**src/rtl/hex_display_pkg.sv**
```systemverilog
// Shared constants for the multiplexed 8-digit seven-segment display controller.
package hex_display_pkg;

    localparam int unsigned DIGITS  = 8;
    localparam int unsigned NIB_W   = 4;
    localparam int unsigned SEG_W   = 7;
    localparam int unsigned DATA_W  = DIGITS * NIB_W;
    localparam int unsigned IDX_W   = 3;

    localparam logic [SEG_W-1:0]  SEG_BLANK = 7'h7F;
    localparam logic [DIGITS-1:0] AN_OFF    = 8'hFF;

    // Active-low {g,f,e,d,c,b,a} codes, entry [n] is the glyph for nibble n.
    localparam logic [15:0][SEG_W-1:0] SEG_TABLE = {
        7'h0E, 7'h06, 7'h21, 7'h46, 7'h03, 7'h08, 7'h10, 7'h00,
        7'h78, 7'h02, 7'h12, 7'h19, 7'h30, 7'h24, 7'h79, 7'h40
    };

    function automatic logic [DIGITS-1:0] an_select(input logic [IDX_W-1:0] idx);
        return ~(DIGITS'(1) << idx);
    endfunction

endpackage

```
**src/rtl/hex7seg.sv**
```systemverilog
// Combinational nibble to active-low seven-segment decoder.
module hex7seg
    import hex_display_pkg::*;
(
    input  logic [NIB_W-1:0] i_nib,
    output logic [SEG_W-1:0] o_seg_c
);

    always_comb begin
        o_seg_c = SEG_TABLE[i_nib];
    end

endmodule

```
**src/rtl/hex_display_ctrl.sv**
```systemverilog
// Time-multiplexed 8-digit hex display driver: shadow register, slot timer,
// digit scanner with dead time, and optional leading-zero blanking.
module hex_display_ctrl
    import hex_display_pkg::*;
#(
    parameter int unsigned DIV  = 100000,
    parameter int unsigned DEAD = 2
) (
    input  logic              clk_i,
    input  logic              rst_i,
    input  logic [DATA_W-1:0] data_i,
    input  logic              load_i,
    input  logic              en_i,
    input  logic              blank_lz_i,
    output logic [DIGITS-1:0] an_o,
    output logic [SEG_W-1:0]  seg_o,
    output logic              dp_o
);

    localparam int unsigned CNT_W = (DIV > 1) ? $clog2(DIV) : 1;

    logic [DATA_W-1:0] r_shadow;
    logic [CNT_W-1:0]  r_cnt;
    logic [IDX_W-1:0]  r_idx;
    logic [DIGITS-1:0] r_an;
    logic [SEG_W-1:0]  r_seg;
    logic              r_dp;

    logic [DATA_W-1:0] w_shadow_nxt;
    logic [CNT_W-1:0]  w_cnt_nxt;
    logic [IDX_W-1:0]  w_idx_nxt;
    logic [DIGITS-1:0] w_an_nxt;
    logic [SEG_W-1:0]  w_seg_nxt;
    logic [DATA_W-1:0] w_upper;
    logic [NIB_W-1:0]  w_nib;
    logic [SEG_W-1:0]  w_seg_c;
    logic              w_tick;

    // Nibbles at and above the current digit; all-zero means a leading zero.
    assign w_upper = r_shadow >> {r_idx, 2'b00};
    assign w_nib   = w_upper[NIB_W-1:0];
    assign w_tick  = (r_cnt == CNT_W'(DIV - 1));

    hex7seg u_hex7seg (
        .i_nib   (w_nib),
        .o_seg_c (w_seg_c)
    );

    always_comb begin
        w_shadow_nxt = r_shadow;
        w_cnt_nxt    = r_cnt;
        w_idx_nxt    = r_idx;
        w_an_nxt     = AN_OFF;
        w_seg_nxt    = w_seg_c;

        if (load_i) begin
            w_shadow_nxt = data_i;
        end

        if (en_i) begin
            if (w_tick) begin
                w_cnt_nxt = '0;
                w_idx_nxt = r_idx + IDX_W'(1);
            end else begin
                w_cnt_nxt = r_cnt + CNT_W'(1);
            end
            if (r_cnt >= CNT_W'(DEAD)) begin
                w_an_nxt = an_select(r_idx);
            end
        end

        if (blank_lz_i && (r_idx != '0) && (w_upper == '0)) begin
            w_seg_nxt = SEG_BLANK;
        end
    end

    always_ff @(posedge clk_i or negedge rst_i) begin
        if (!rst_i) begin
            r_shadow <= '0;
            r_cnt    <= '0;
            r_idx    <= '0;
            r_an     <= AN_OFF;
            r_seg    <= SEG_BLANK;
            r_dp     <= 1'b1;
        end else begin
            r_shadow <= w_shadow_nxt;
            r_cnt    <= w_cnt_nxt;
            r_idx    <= w_idx_nxt;
            r_an     <= w_an_nxt;
            r_seg    <= w_seg_nxt;
            r_dp     <= 1'b1;
        end
    end

    assign an_o  = r_an;
    assign seg_o = r_seg;
    assign dp_o  = r_dp;

endmodule

```
**config.mk**
```make
export PLATFORM = sky130hd
export DESIGN_NAME = hex_display_ctrl
export DESIGN_NICKNAME = d
export VERILOG_FILES = /design/src/rtl/hex_display_pkg.sv /design/src/rtl/hex7seg.sv /design/src/rtl/hex_display_ctrl.sv
export SDC_FILE = /design/constraint.sdc
export NUM_CORES = 1
export LEC_CHECK = 0
export ABC_AREA = 1
export CAP_MARGIN = 20
export CORE_MARGIN = 1
export CORE_UTILIZATION = 55
export CTS_BUF_LIST = sky130_fd_sc_hd__clkbuf_16
export CTS_CLUSTER_SIZE = 30
export DETAILED_ROUTE_END_ITERATION = 8
export PLACE_DENSITY = 0.79
export SYNTH_ARGS = -nofsm -noshare
export SYNTH_HDL_FRONTEND = slang
export SYNTH_SLANG_ARGS = --single-unit
export TNS_END_PERCENT = 20
```
**constraint.sdc**
```tcl
create_clock -name clk_i -period 4.6 [get_ports clk_i]
set_input_delay 0.69 -clock clk_i [delete_from_list [all_inputs] [get_ports clk_i]]
set_output_delay 0.69 -clock clk_i [all_outputs]
set_load 0.05 [all_outputs]
```
==> results of run 1 <==
final timing paths:
check | to | cells after the start | slack (ps) | from
max | seg_o[5] | 16 | 1830 | r_idx[0]
min | r_cnt[6] | 1 | 130 | rst_i
max reg2reg | seg_o[5] | 16 | 1830 | r_idx[0]
min reg2reg | r_cnt[0] | 1 | 510 | r_cnt[0]
max in group asynchronous | r_shadow[7] | 2 | 3510 | rst_i
min in group clk_i | r_cnt[0] | 1 | 510 | r_cnt[0]
power by group:
group	switching, W	total [W]	internal [W]
sequential	0.0000747	0.000749	0.000674
combinational	0.000224	0.000365	0.000140
clock	0.000250	0.000717	0.000467
per-stage QoR:
stage / hold WS (ps) / power [W] / utilization [%] / cell area, sq um
after detailed placement: 475.2 / 0.001115 / 65.24 / 4506
final: 129.9 / 0.001831 / 69.71 / 4815
after CTS: 125.0 / 0.001838 / 69.71 / 4815
after global placement: 472.5 / 0.001106 / 65.24 / 4506
after global routing: 124.7 / 0.001918 / 69.71 / 4815
after floorplan: 394.4 / 0.0009974 / - / 4015
cell usage in the layout (no fill, tap or decap), types with 7 or more instances in the layout:
cell / netlist / layout
a21oi_1: 12 / 12
clkbuf_16: 0 / 9
clkdlybuf4s50_1: 0 / 50
dfrtp_1: 52 / 52
dfstp_2: 15 / 15
ha_1: 14 / 14
inv_1: 58 / 59
mux2_2: 8 / 8
nand2_1: 150 / 150
nand2_2: 13 / 13
nand3_1: 52 / 52
nand3_2: 9 / 9
nand4_1: 7 / 7
nor2_1: 26 / 26
o21ai_0: 33 / 33
o21ai_1: 8 / 8
registers in the layout (all words and copies together), names as in the netlist:
signal	cells
r_shadow	32
r_cnt	17
an_o	8
seg_o	7
r_idx	3
cell families after synthesis:
group / synth area share (%)
AOI/OAI and AO/OA: 7.729
and+or+nand+nor: 32.25
xor gates and xnor gates: 1.091
muxes: 2.244
DFF: 42.23
adders and majority gates: 4.363
buffers and inverters: 10.00
other: 0.09340
worst register-to-register path, stage by stage (launching register included):
cell	delay, ps
dfrtp_1	750
buf_4	360
inv_8	120
nand2_1	110
nand3_1	90
nand2_1	120
nand2_1	50
nand2_1	200
ha_1	220
nand2_1	60
a21oi_1	90
o21ai_0	80
inv_1	60
nand2_1	80
nor2_4	130
nand3_4	100
nand2_1	80
layer usage:
| metal | vias to the layer above | wire length (um) |
|---|---|---|
| met1 | 1567 | 3881 |
| met4 | 0 | 172 |
| met3 | 20 | 499 |
| met2 | 127 | 4014 |
| met5 | - | 0 |
| li1 | 1739 | - |
area by class of cell:
type / count / area [sq um] / share of cell area (%)
timing repair buffer: 54 / 528.0 / 10.97
sequential: 67 / 1695 / 35.21
clock inverter: 7 / 83.83 / 1.741
clock buffer: 9 / 225.2 / 4.678
multi-input combinational: 364 / 1918 / 39.84
tap: 96 / 120.1 / 2.495
inverter: 63 / 244.0 / 5.068
==> impl_results.md, run 1 <==
- Status: finished clean
- Top-area cell type share of the netlist area: 32.41%
- TritonCTS Buffers: 9
- GR peak layer: met2
- Clock sinks: 67
- Post-synthesis cell area: 4015 sq um
- Global routing usage on met2: 39.28%
- Critical path endpoint category: register
- Vias/cell: 5.232
- Clk_skew: 5.764 ps
- CTS tree: yes
- Setup ws final: 1830 ps
- Vias in the first global route: 3,231
- Max-cap violation count: 0
- Family with the most delay on the worst path: simple AND/OR/NAND/NOR gates
- Met1 Use GR: 31.94%
- Via count: 3,453
- P per Cell Area: 380.3 nW/um^2
- WP data required: 4880 ps
- Gr ovfl total: 0
- Most used DFF post-synth: dfrtp_1
- Most frequent cell after synthesis: nand2_1
- Top cells by count, synth: nand2_1 (150), inv_1 (58), dfrtp_1 (52), nand3_1 (52), o21ai_0 (33)
- Critical path class: reg -> reg
- Hold Vio Cnt, Final: 0
- Die height: 87.44 um
- Max Fanout on Critical Path: 29
- Global-route wire length before repair: 14,610 um
- Final #Nets: 610
- Floorplan row count: 30
- Critical-path cell list: buf_4, inv_8, nand2_1, nand3_1, nand2_1, nand2_1, nand2_1, ha_1, nand2_1, a21oi_1, o21ai_0, inv_1, nand2_1, nor2_4, nand3_4, nand2_1
- Layout cell share with drive strength beyond 1: 14.18%
- CTS Root Buffer Type: clkbuf_16
- Die area: 7646 sq um
- Critical path's most frequent cell: nand2_1
- Global routing usage on met3: 7.014%
- FILL cells: 593
- Worst-path cell with the longest stage delay: dfrtp_1
- Dpl cells: 644
- Endpoints failing setup: 0
- Gate Count Post-Synth: 514
- Final period util: 60.22%
- Slew HR: 46.11%
- Initial antenna violation count: 0
- I/O Buffers: 51
- Post-synth ARST share: 100.0%
- H-tree Lvls: 3
- Core area: 6907 sq um
- DP HPWL: 6073 um
- Worst-margin pin slew: 808.3 ps
- Total number of yosys warnings: 0
- RSZ-0062 raised after global routing: no
- Final antenna-violating net count: 0
- Clock tree buffer depth: 2
- Netlist cell types: 38
- Area grow syn2layout: 19.91%
- I/O pin count: 53
- Initial core utilization: 58.13%
- Sequential element share of the synthesized area: 42.22%
- Final max-slew violation count: 0
- Post-synth EDFFs: 0
- Final Wtd Congestion: 0.9337
- Die width: 87.44 um
- CP Launch Type: register
- Cts hold-fix bufs: 0
- Crit path DAT: 3050 ps
- VDD IR max: 0.2092 mV
- Crit path largest cell delay: 750 ps
- Largest cells by area after synthesis: dfrtp_1 (32%), nand2_1 (14%), dfstp_2 (9.8%), nand3_1 (6.5%), inv_1 (5.4%)
- Clk_lat worst skew: 330 ps
- Pre-CTS setup slack: 1879 ps
- Final std cells w/o fill: 660
- Period minus WS final: 2770 ps
- Area leader, netlist: dfrtp_1
- # DRC: 0
- Post-Route WL: 8568 um
- Static Leak: 2.330 nW
- Largest net degree at the start of global routing: 67
- Pre-antenna DRT Iters: 5
- Avg Cell Area, Syn: 7.811 sq um
- Hold Path Class: in -> async
- Clock slew at reported path FFs: 60 ps
- Critical path buffers and inverters: 3
- WL per Instance: 12.98 um
- Antenna Cells: 0
- Final setup TNS: 0 ps
- #FFs+latches synth: 67
- Number of DRC markers in iteration 0: 224
- Setup bufs post-CTS: 0
- Total GRT Usage: 24.96%
- Post-Synthesis Net Count: 565
- F_max: 361.0 MHz
- Post_cts resized: 0
(Power assumes the default switching activity.)
==> run 2: changes to the inputs <==
Settings changed: CORE_UTILIZATION 55 to 50, PLACE_DENSITY 0.79 to 0.75.
Clock period 4.6 ns to 2.2 ns, I/O delays scaled along.
==> run 2 against run 1 <==
Against the previous run: the flow now finishes with violations (negative hold slack); register-to-register slack worse by 1700 ps; cell area up 6.2%; sequential share of layout area down 2.0 points; via count up 1.3%; clock skew about the same; critical path type unchanged; largest cell class unchanged.
==> impl_results.md, run 2 (synthesis gave the netlist of run 1 again) <==
- # DRC: 0 (unchanged)
- Total GRT Usage: 23.00% (-2.0 points)
- Final period util: 92.76% (+33 points)
- Initial antenna violation count: 0 (unchanged)
- Period minus WS final: 2041 ps (-729.5 ps)
- Vias/cell: 5.113 (-2.3%)
- Antenna Cells: 0 (unchanged)
- Multi-input gate area: 1972 sq um (+2.8%)
- Hold Path Class: in -> async
- Hold WS: -1.673 ps (-131.6 ps)
- Setup ws final: 159.3 ps (-1671 ps)
- Met1 Use GR: 30.40% (-1.5 points)
- Worst-margin pin slew: 585.2 ps (-223.2 ps)
- Initial core utilization: 51.96% (-6.2 points)
- Design area: 5114 sq um (+6.2%)
- Clock slew at reported path FFs: 60 ps (about the same)
- F_max: 490.0 MHz (+36%)
- Clk_skew: 5.985 ps (+0.2203 ps)
- Final antenna-violating net count: 0 (unchanged)
- Via count: 3,497 (+1.3%)
- Cts hold-fix bufs: 0 (unchanged)
- Most frequent cells in the layout: nand2_1 (139), inv_1 (57), dfrtp_1 (51), nand3_1 (50), clkdlybuf4s50_1 (50)
- Post-Route WL: 8757 um (+2.2%)
- Max reg flops: 32 (unchanged)
- Gr ovfl total: 0 (unchanged)
- Floorplan row count: 32 (+6.7%)
- Commonest non-fill, non-tap cell in the layout: nand2_1
- Clk_lat worst skew: 330 ps (about the same)
- Slew HR: 60.99% (+15 points)
- GR peak layer: met2
- H-tree Lvls: 3 (unchanged)
- Clock sinks: 67 (unchanged)
- WP data required: 2470 ps (-2410 ps)
- Crit path DAT: 2310 ps (-740 ps)
- Area grow syn2layout: 27.36%
- Clock tree buffer depth: 2 (unchanged)
- Final max-slew violation count: 0 (unchanged)
- Die width: 91.61 um (+4.8%)
- CTS Root Buffer Type: clkbuf_16
- Hold Vio Cnt, Final: 2 (+2)
- I/O pin count: 53 (unchanged)
- Endpoints failing setup: 0 (unchanged)
- TritonCTS Buffers: 9 (unchanged)
- Max Fanout on Critical Path: 7 (-76%)
- Final std cells w/o fill: 684 (+3.6%)
- Top reg by flops: r_shadow
- Global-route wire length before repair: 15,210 um (+4.1%)
- Dpl cells: 660 (+2.5%)
- Final Wtd Congestion: 0.9078 (-2.8%)
- Vias in the first global route: 3,358 (+3.9%)
- FILL cells: 624 (+5.2%)
- Die height: 91.61 um (+4.8%)
- CTS tree: yes
- Layout cell share with drive strength beyond 1: 19.76% (+5.6 points)
- Global routing usage on met3: 4.975% (-2.0 points)
- Sequential cell area: 1697 sq um (about the same)
- Placed instance area: 4613 sq um (+2.4%)
- Largest net degree at the start of global routing: 57 (-15%)
- VDD IR max: 0.4924 mV (+140%)
- Static Leak: 2.457 nW (+5.5%)
- Die area: 8392 sq um (+9.8%)
- WL per Instance: 12.80 um (-1.4%)
- P per Cell Area: 773.7 nW/um^2 (+100%)
- Critical path endpoint category: register
- Final #Nets: 628 (+3.0%)
- Pre-CTS setup slack: 41.54 ps (-1837 ps)
- CP Launch Type: register
- Critical path class: reg -> reg
- Status: finished, violations left
- Failing checks: negative hold slack
- Pre-antenna DRT Iters: 5 (unchanged)
- Max-cap violation count: 0 (unchanged)
- Global routing usage on met2: 36.59% (-2.7 points)
- DP HPWL: 6337 um (+4.4%)
- Number of DRC markers in iteration 0: 199 (-11%)
- Core area: 7727 sq um (+12%)
- Final setup TNS: 0 ps (unchanged)
- I/O Buffers: 51 (unchanged)
## run 2: cell count changes in the layout (fill, tap and decap cells not counted), moves of 2 or more
cell / change
buf_12: +2
buf_4: +14
clkbuf_16: +2
inv_1: -2
nand2_1: -11
nand2_2: +11
nand3_1: -2
nand3_2: +2
## run 2: critical path, cell delays in order (launching register included)
cell       delay, ps
dfrtp_2          430
buf_4            150
clkbuf_16        140
nand2_1           80
nand3_1           80
nand2_1          110
o21ai_2           80
inv_2            110
ha_4             130
nand2_1           60
a21oi_2          100
o21ai_1           70
inv_1             70
nand2_2           60
nor2_4           100
nand3_4          130
nand2_1           90
## run 2: repair_timing
action | 4_1_cts | 5_1_grt
buffers inserted | 0 | 6
setup endpoints to repair | 0 | 7
gates resized for setup | 0 | 23
## run 2: per-stage QoR
| step | power, W | hold WS, ps | util [%] |
|---|---|---|---|
| after floorplan | 0.002086 | 34.41 | - |
| after global placement | 0.002334 | 352.7 | 59.70 |
| after detailed placement | 0.002357 | 359.9 | 59.70 |
| after CTS | 0.003956 | 9.472 | 63.99 |
| after global routing | 0.004161 | 45.90 | 66.18 |
| final | 0.003956 | -1.673 | 66.18 |
## run 2: metal layers
layer / wire length (um) / vias up
li1: - / 1773
met2: 4134 / 109
met4: 194 / 0
met1: 3983 / 1596
met5: 0 / -
met3: 444 / 19
## run 2: final cells by class
cell class                 count  share of cell area (%)
inverter                      63                   5.138
timing repair buffer          72                   14.14
clock buffer                   9                   4.404
multi-input combinational    364                   38.56
tap                          102                   2.496
sequential                    67                   33.18
clock inverter                 7                   2.080
## run 2: final timing paths
path                               start        to  slack, ps  depth (start not counted)
worst max-delay path            r_idx[0]  seg_o[5]        160                         16
worst min-delay path               rst_i  r_cnt[3]         -2                          1
worst max register to register  r_idx[0]  seg_o[5]        160                         16
worst min register to register  r_cnt[0]  r_cnt[0]        510                          1
max in group asynchronous          rst_i  seg_o[1]       1440                          2
min in group clk_i              r_cnt[0]  r_cnt[0]        510                          1
## run 2: power breakdown
part	switching (W)	total (W)	leakage (nW)	internal (W)
logic	0.000492	0.000808	1.53	0.000316
clock network	0.000502	0.00159	0.162	0.00109
registers	0.000145	0.00155	0.769	0.00141
